===== config.mk =====
export PLATFORM = sky130hd
export DESIGN_NAME = pixel_array_ctrl
export DESIGN_NICKNAME = d
export VERILOG_FILES = /design/src/rtl/pixel_array_ctrl.sv
export SDC_FILE = /design/constraint.sdc
export NUM_CORES = 1
export LEC_CHECK = 0
export BUFFER_PORTS_ARGS = -buffer_cell sky130_fd_sc_hd__buf_2
export CORE_MARGIN = 1.5
export CORE_UTILIZATION = 39
export CTS_CLUSTER_DIAMETER = 200
export DETAILED_ROUTE_END_ITERATION = 6
export GPL_TIMING_DRIVEN = 0
export SLEW_MARGIN = 20
export SYNTH_ARGS = -nofsm -noshare
export SYNTH_HDL_FRONTEND = slang
export SYNTH_SLANG_ARGS = --single-unit

===== constraint.sdc =====
create_clock -name clk -period 2.06 [get_ports clk]
set_input_delay 0.618 -clock clk [delete_from_list [all_inputs] [get_ports clk]]
set_output_delay 0.618 -clock clk [all_outputs]
set_load 0.01 [all_outputs]

===== src/rtl/pixel_array_ctrl.sv =====
// Frame sequencer for a 2x2 pixel array: erase, expose, ramp conversion,
// then per-pixel readout onto a valid/ready stream.
module pixel_array_ctrl #(
  parameter int ERASE_CYCLES  = 5,
  parameter int EXPOSE_CYCLES = 255
) (
  input  logic       clk,
  input  logic       reset_n,
  input  logic       START,
  output logic       BUSY,
  output logic       ERASE,
  output logic       RESET,
  output logic       EXPOSE,
  output logic       RAMP_EN,
  output logic       READ1,
  output logic       READ2,
  output logic       READ3,
  output logic       READ4,
  output logic [7:0] DATA_OUT,
  output logic       DATA_OE,
  input  logic [7:0] DATA_IN,
  output logic [7:0] PIX_DATA,
  output logic [1:0] PIX_IDX,
  output logic       PIX_VALID,
  input  logic       PIX_READY,
  output logic       FRAME_DONE
);

  typedef enum logic [2:0] {
    S_IDLE,
    S_ERASE,
    S_EXPOSE,
    S_CONVERT,
    S_TURN,
    S_RD_SETTLE,
    S_RD_CAPTURE,
    S_RD_OUT
  } state_t;

  localparam logic [15:0] ERASE_LAST  = 16'(ERASE_CYCLES - 1);
  localparam logic [15:0] EXPOSE_LAST = 16'(EXPOSE_CYCLES - 1);
  localparam logic [15:0] CONV_LAST   = 16'd255;

  state_t      state;
  state_t      state_nxt;
  logic [15:0] timer;
  logic [1:0]  idx;
  logic        rd_en;
  logic        xfer;

  assign xfer = (state == S_RD_OUT) && PIX_READY;

  // State register
  always_ff @(posedge clk or negedge reset_n) begin
    if (!reset_n) state <= S_IDLE;
    else          state <= state_nxt;
  end

  // Phase timer; restarts on every state change, low byte is the ramp count
  always_ff @(posedge clk or negedge reset_n) begin
    if (!reset_n) begin
      timer <= '0;
    end else if (state_nxt != state) begin
      timer <= '0;
    end else if (state inside {S_ERASE, S_EXPOSE, S_CONVERT}) begin
      timer <= timer + 16'd1;
    end
  end

  // Pixel index, captured code and end-of-frame pulse
  always_ff @(posedge clk or negedge reset_n) begin
    if (!reset_n) begin
      idx        <= '0;
      PIX_DATA   <= '0;
      PIX_IDX    <= '0;
      FRAME_DONE <= 1'b0;
    end else begin
      FRAME_DONE <= xfer && (idx == 2'd3);
      if (state == S_TURN) begin
        idx <= '0;
      end else if (xfer && (idx != 2'd3)) begin
        idx <= idx + 2'd1;
      end
      if (state == S_RD_CAPTURE) begin
        PIX_DATA <= DATA_IN;
        PIX_IDX  <= idx;
      end
    end
  end

  // Next-state decode
  always_comb begin
    state_nxt = state;
    unique case (state)
      S_IDLE:       if (START) state_nxt = S_ERASE;
      S_ERASE:      if (timer == ERASE_LAST) state_nxt = S_EXPOSE;
      S_EXPOSE:     if (timer == EXPOSE_LAST) state_nxt = S_CONVERT;
      S_CONVERT:    if (timer == CONV_LAST) state_nxt = S_TURN;
      S_TURN:       state_nxt = S_RD_SETTLE;
      S_RD_SETTLE:  state_nxt = S_RD_CAPTURE;
      S_RD_CAPTURE: state_nxt = S_RD_OUT;
      S_RD_OUT: begin
        if (PIX_READY) begin
          state_nxt = (idx == 2'd3) ? S_IDLE : S_RD_SETTLE;
        end
      end
      default:      state_nxt = S_IDLE;
    endcase
  end

  // Output decode; bus drive and read strobes live in disjoint states
  always_comb begin
    BUSY      = (state != S_IDLE);
    ERASE     = 1'b0;
    RESET     = 1'b0;
    EXPOSE    = 1'b0;
    RAMP_EN   = 1'b0;
    DATA_OE   = 1'b0;
    DATA_OUT  = '0;
    PIX_VALID = 1'b0;
    rd_en     = 1'b0;
    unique case (state)
      S_ERASE: begin
        ERASE = 1'b1;
        RESET = 1'b1;
      end
      S_EXPOSE: EXPOSE = 1'b1;
      S_CONVERT: begin
        RAMP_EN  = 1'b1;
        DATA_OE  = 1'b1;
        DATA_OUT = timer[7:0];
      end
      S_RD_SETTLE, S_RD_CAPTURE: rd_en = 1'b1;
      S_RD_OUT: PIX_VALID = 1'b1;
      default: ;
    endcase
    READ1 = rd_en && (idx == 2'd0);
    READ2 = rd_en && (idx == 2'd1);
    READ3 = rd_en && (idx == 2'd2);
    READ4 = rd_en && (idx == 2'd3);
  end

endmodule


==> qor.txt, run 1 <==
post-synthesis cell count: 185
HP Class: input port to asynchronous set/reset pin
pin count of the biggest net entering global routing: 33
I/O Buffers: 41
Leakage: 1.22 nW
Synth top area share: 42.6%
# rows: 25
Cell Area, Synth: 0.00188 sq mm
Root Driver: clkbuf_8
max-cap violations: 0
H-Tree Level Count: 2
flops & latches, synth: 32
via/cell ratio: 5.19
arrival time worst endpoint: 2.30 ns
DIE AREA: 0.00525 sq mm
status: complete, but fails checks
Starting Density: 40.1%
antenna violations before repair: 0
top_reg_cell synth: dfrtp_1
reg-to-reg slack, setup: -0.07 ns
clock transition at the registers of the reported paths: 0.07 ns
syn_nets: 204
CTS buffer count: 5
drt wl/cell: 13.7 um
Peak supply drop: 0.394 mV
CTS tree: done
Iter 0 DRT Violations: 52
setup violation total in the final timing report: 15
GP Congestion: 0.769
Clock Tree Buf Depth: 2
final setup TNS: -0.880 ns
Slew @ Worst Pin: 0.723 ns
Yosys Warn Count: 0
RSZ-0062 raised after global routing: yes
global route overflow: 0
CP required: 2.23 ns
largest cells by area after synthesis: dfrtp_1 43%, xor2_1 5.6%, mux2_1 4.8%, ha_1 4.7%, and3_1 4.3%
crit path kind: register to register
number of flops mapped to enable cells by yosys: 0
ys async rst share: 100%
worst setup slack after layout: -0.0658 ns
Core ar.: 0.00469 sq mm
vias in the first global route: 1463
n_diodes: 0
Mean Syn Cell Area: 10.2 sq um
clk_skew: 0.00636 ns
CTS sink cnt: 32
CP Launch Type: register
die height: 72.4 um
Global Route Usage Sum: 16.1%
final period utilization: 103%
final wirelength: 4.07 mm
Initial DRT Pass Iterations: 4
sequential share of the synthesized area: 42.6%
maximum clock frequency: 0.470 GHz
Critical Path End Type: register
Die X: 72.4 um
Cell Pwr Density: 1110 mW/mm^2
nets: 262
Synth area leader: dfrtp_1
Fin. Hold Viols: 0
fin util: 53.1%
global-route wire length before repair: 6.64 mm
crit path max fanout: 5
minimum period implied by the final worst setup slack: 2.13 ns
via count: 1546
failing checks: setup timing
Remaining DRCs: 0
Antenna Nets Post-Route: 0
Commonest cells post-synth: 32 x dfrtp_1, 18 x nand2_1, 13 x and3_1, 12 x nor2_1, 12 x xor2_1
Layout area overhead: 32.5%
HPWL after DPL: 2.74 mm
I/O Pins: 42
most frequent cell after synthesis: dfrtp_1
hold slack: 0.373 ns
layout cells sized above 1: 43.0%
worst skew pair latency: 0.29 ns
post-synth cell types: 46
Pins Over Slew Limit: 0
Slew HR: 51.8%
Final Power: 2.76 mW
## cell usage in the layout (no fill, tap or decap), types with 2 or more instances in the layout
cell,n
mux2_1,8
xor2_1,11
o21ai_1,4
ha_1,7
nor4b_4,2
inv_1,7
nor2_4,2
nand2_1,17
dfrtp_2,2
or4_4,2
nand3_1,4
nor3_4,2
clkbuf_8,5
a22o_1,2
nand4_1,5
nor2_2,13
buf_8,2
buf_4,12
nor2_1,7
nor3_1,4
mux2i_1,2
and3_1,13
xnor2_1,4
dfrtp_1,30
buf_6,4
buf_2,42
## power by group
part           total [mW]  internal (mW)  leakage, nW  switching, mW
Clock               0.602          0.358       0.0541          0.245
Sequential          0.768          0.698        0.411         0.0696
Combinational        1.39          0.635        0.758          0.753
Total                2.76           1.69         1.22           1.07
## cells by family after synthesis
kind of cell             Yosys count  share of synthesized area (%)
AO/OA/AOI/OAI                     19                           8.72
buffers and inverters             18                           4.66
adder cells (fa/ha/maj)            7                           4.66
XOR/XNOR                          16                           7.45
multiplexers                      10                           5.86
flip-flops                        32                           42.6
AND/OR/NAND/NOR                   83                           26.1
## per-layer routing
metal | global-route usage, % | up-vias | routed length (um)
met3 | 4.44 | 6 | 183
met2 | 29.1 | 34 | 2080
li1 | - | 753 | -
met5 | 0 | - | 0
met4 | 4.40 | 0 | 46
met1 | 18.6 | 753 | 1760
## metrics by stage
| step | setup slack, ns | cell area [sq um] | std cells |
|---|---|---|---|
| floorplan | 0.0205 | 1890 | 185 |
| global route | -0.144 | 2490 | 298 |
| global placement | -0.253 | 2160 | 280 |
| detailed placement | -0.251 | 2160 | 280 |
| finish | -0.0658 | 2490 | 298 |
| CTS | -0.0755 | 2460 | 299 |
## layout make-up
type                    instances  area (sq um)
clock buffers                   5          68.8
plain buffers                   8          72.6
repair buffers                 53           307
flip-flops and latches         32           803
multi-input cells             135          1100
fillers                       434          2200
clock inverters                 3          42.5
well taps                      54          67.6
inverters                       8          30.0
## registers in the layout, summed over array words and instances (netlist names)
register	flops
idx	2
PIX_IDX	2
state	3
FRAME_DONE	1
timer	16
PIX_DATA	8
## final timing paths
| path | start | depth (start not counted) | endpoint |
|---|---|---|---|
| setup / recovery | timer[11] | 6 | timer[8] |
| hold / removal | reset_n | 1 | idx[0] |
| setup reg to reg | timer[11] | 6 | timer[8] |
| hold reg to reg | PIX_DATA[6] | 1 | PIX_DATA[6] |
| max in group asynchronous | reset_n | 1 | state[0] |
| min in group clk | PIX_DATA[6] | 1 | PIX_DATA[6] |
## critical path, cell delays in order, from the launching register on
cell and delay [ns]:
dfrtp_1 0.41, or4_4 0.61, nor3_4 0.24, a31oi_4 0.13, o32ai_4 0.39, buf_6 0.19
nor2_2 0.04
## what timing repair did
item | in CTS | in global routing
setup endpoints to repair | 34 | 21
pin swaps | 1 | 11
hold buffers | 0 | 0
gates cloned | 1 | 0
buffers inserted | 11 | 1
gates resized for setup | 23 | 19
Power figures use the tool's default switching activity.
==> run 2, diff against run 1 <==
Settings changed: ABC_AREA set to 1, SLEW_MARGIN 20 to not set.
==> qor.txt, run 2 <==
CTS tree: done
Synth top area share: 42.4% (-0.23 points)
largest cells by area after synthesis: dfrtp_1 42%, nand2_1 11%, nor2_1 7.9%, inv_1 5.6%, ha_1 4.6%
Peak supply drop: 0.691 mV (+76%)
H-Tree Level Count: 2 (unchanged)
Root Driver: clkbuf_8
Pins Over Slew Limit: 0 (unchanged)
non-filler instance count after layout: 346 (+16%)
GR Util met1: 25.0% (+6.4 points)
reg2reg start: timer[0]
Antenna Nets Post-Route: 0 (unchanged)
Cell Pwr Density: 1350 mW/mm^2 (+22%)
I/O Pins: 42 (unchanged)
via/cell ratio: 4.62 (-11%)
max-cap violations: 0 (unchanged)
Remaining DRCs: 0 (unchanged)
DIE AREA: 0.00527 sq mm (+0.51%)
maximum clock frequency: 0.506 GHz (+7.6%)
antenna violations before repair: 0 (unchanged)
commonest non-fill, non-tap cell in the layout: nand2_1
commonest non-fill, non-tap cells in the layout: 55 x nand2_1, 41 x buf_2, 37 x nor2_1
Starting Density: 40.3% (+0.21 points)
Reg2Reg Depth: 12 (+6)
layout cells sized above 1: 31.8% (-11 points)
top_reg_cell synth: dfrtp_1
Slowest cell on crit path: dfrtp_1
nets: 310 (+18%)
Synth area leader: dfrtp_1
vias in the first global route: 1535 (+4.9%)
Reg with most FFs: timer
flops & latches, synth: 32 (unchanged)
Slew @ Worst Pin: 0.724 ns (+0.00149 ns)
worst skew pair latency: 0.29 ns (about the same)
final wirelength: 4.10 mm (+0.84%)
global route overflow: 0 (unchanged)
crit path kind: register to output pin
pin count of the biggest net entering global routing: 33 (unchanged)
CTS sink cnt: 32 (unchanged)
GR Util met2: 26.4% (-2.7 points)
ys async rst share: 100% (unchanged)
max reg flops: 16 (unchanged)
setup violation total in the final timing report: 0 (-15)
drt wl/cell: 11.9 um (-13%)
GP Congestion: 0.816 (+6.2%)
Iter 0 DRT Violations: 97 (+87%)
Yosys Warn Count: 0 (unchanged)
via count: 1598 (+3.4%)
hold slack: 0.378 ns (+0.00454 ns)
number of flops mapped to enable cells by yosys: 0 (unchanged)
HPWL after DPL: 3.00 mm (+9.7%)
post-synth cell types: 26 (-43%)
Layout area overhead: 22.6%
post-synthesis cell count: 241 (+30%)
Commonest cells post-synth: 56 x nand2_1, 40 x nor2_1, 32 x dfrtp_1, 28 x inv_1
HP Class: input port to asynchronous set/reset pin
Fin. Hold Viols: 0 (unchanged)
# rows: 25 (unchanged)
n_diodes: 0 (unchanged)
Cell Area, Synth: 0.00189 sq mm (+0.53%)
reg-to-reg slack, setup: 0.29 ns (+0.36 ns)
clock transition at the registers of the reported paths: 0.08 ns (about the same)
Core ar.: 0.00469 sq mm (unchanged)
Critical Path End Type: output pin
CP Launch Type: register
GR Util met3: 4.14% (-0.30 points)
top flop regs: timer (16), PIX_DATA (8), state (3)
arrival time worst endpoint: 1.36 ns (-0.94 ns)
Slew HR: 51.7% (-0.099 points)
CP delay by family, top: flip-flops
CTS buffer count: 5 (unchanged)
CP peak stage delay: 0.43 ns (-0.18 ns)
die height: 72.6 um (+0.26%)
Setup crit start: state[0]
GRT busiest layer: met2
fin util: 49.4% (-3.7 points)
most frequent cell after synthesis: nand2_1
Initial DRT Pass Iterations: 4 (unchanged)
final period utilization: 95.9% (-7.3 points)
sequential share of the synthesized area: 42.4% (-0.23 points)
global-route wire length before repair: 7.11 mm (+7.1%)
fin area: 0.00232 sq mm (-7.0%)
Leakage: 1.18 nW (-3.8%)
crit path max fanout: 9 (+4)
CP required: 1.44 ns (-0.79 ns)
Global Route Usage Sum: 17.7% (+1.6 points)
Mean Syn Cell Area: 7.84 sq um (-23%)
clk_skew: 0.00921 ns (+0.00285 ns)
Die X: 72.6 um (+0.26%)
FF-to-FF End: timer[13]
cells along the critical path: nand2_2, nor2_4, clkinv_4, nor2_1, buf_2
buffers plus inverters on the worst setup path: 2 (+1)
status: finished, final reports clean
I/O Buffers: 41 (unchanged)
Clock Tree Buf Depth: 2 (unchanged)
Post-Place Cell Area: 0.00216 sq mm (+0.23%)
syn_nets: 260 (+27%)
placed insts: 336 (+20%)
minimum period implied by the final worst setup slack: 1.98 ns (-0.150 ns)
-- run 2: what timing repair did --
action | 4_1_cts | 5_1_grt
pin swaps | 1 | 0
gates resized for setup | 5 | 5
hold buffers | 0 | 0
buffers inserted | 1 | 1
endpoints found under the setup margin | 9 | 11
-- run 2: per-stage QoR --
stage	setup slack, ns	power (mW)	setup TNS [ns]
floorplan	0.127	2.02	0
global placement	-0.0899	2.44	-0.365
detailed placement	-0.107	2.46	-0.558
CTS	0.0163	3.12	0
global route	-0.00480	3.38	-0.00480
finish	0.0839	3.13	0
-- run 2: logic make-up (layout without fill, tap and decap cells) --
group	count (synthesis)	after routing	synth area share, %
buffers and inverters	38	89	8.80
AOI/OAI and AO/OA	14	14	4.04
and+or+nand+nor	140	140	35.5
adders and majority gates	7	7	4.63
DFF	32	32	42.4
xor gates and xnor gates	10	10	4.63
-- run 2: how the worst max path moves through the flow --
| stage | slack (ns) | end | depth (start not counted) |
|---|---|---|---|
| 6_report | 0.08 | DATA_OUT[4] | 5 |
| 5_1_grt | -0.005 | DATA_OUT[3] | 5 |
| 4_1_cts | 0.02 | DATA_OUT[4] | 5 |
| 3_5_place_dp | -0.11 | DATA_OUT[4] | 5 |
| 3_3_place_gp | -0.09 | DATA_OUT[4] | 5 |
| 2_1_floorplan | 0.13 | DATA_OUT[0] | 4 |
-- run 2: where the power goes --
group | leakage [nW] | switching (mW) | internal (mW)
clock network | 0.0541 | 0.246 | 0.358
registers | 0.419 | 0.137 | 0.796
logic | 0.703 | 1.02 | 0.572
total | 1.18 | 1.40 | 1.72
-- run 2: layout make-up --
class                      count  area, sq um
buffer                         4         38.8
clock buffer                   5         68.8
clock inverter                 3         42.5
fill                         503         2370
inverter                      34          133
multi-input combinational    171          943
sequential                    32          803
tap                           54         67.6
timing repair buffer          43          220
-- run 2: metal layers --
metal | wire (um) | vias up
li1 | - | 835
met1 | 2060 | 723
met2 | 1810 | 35
met3 | 160 | 5
met4 | 72 | 0
met5 | 0 | -
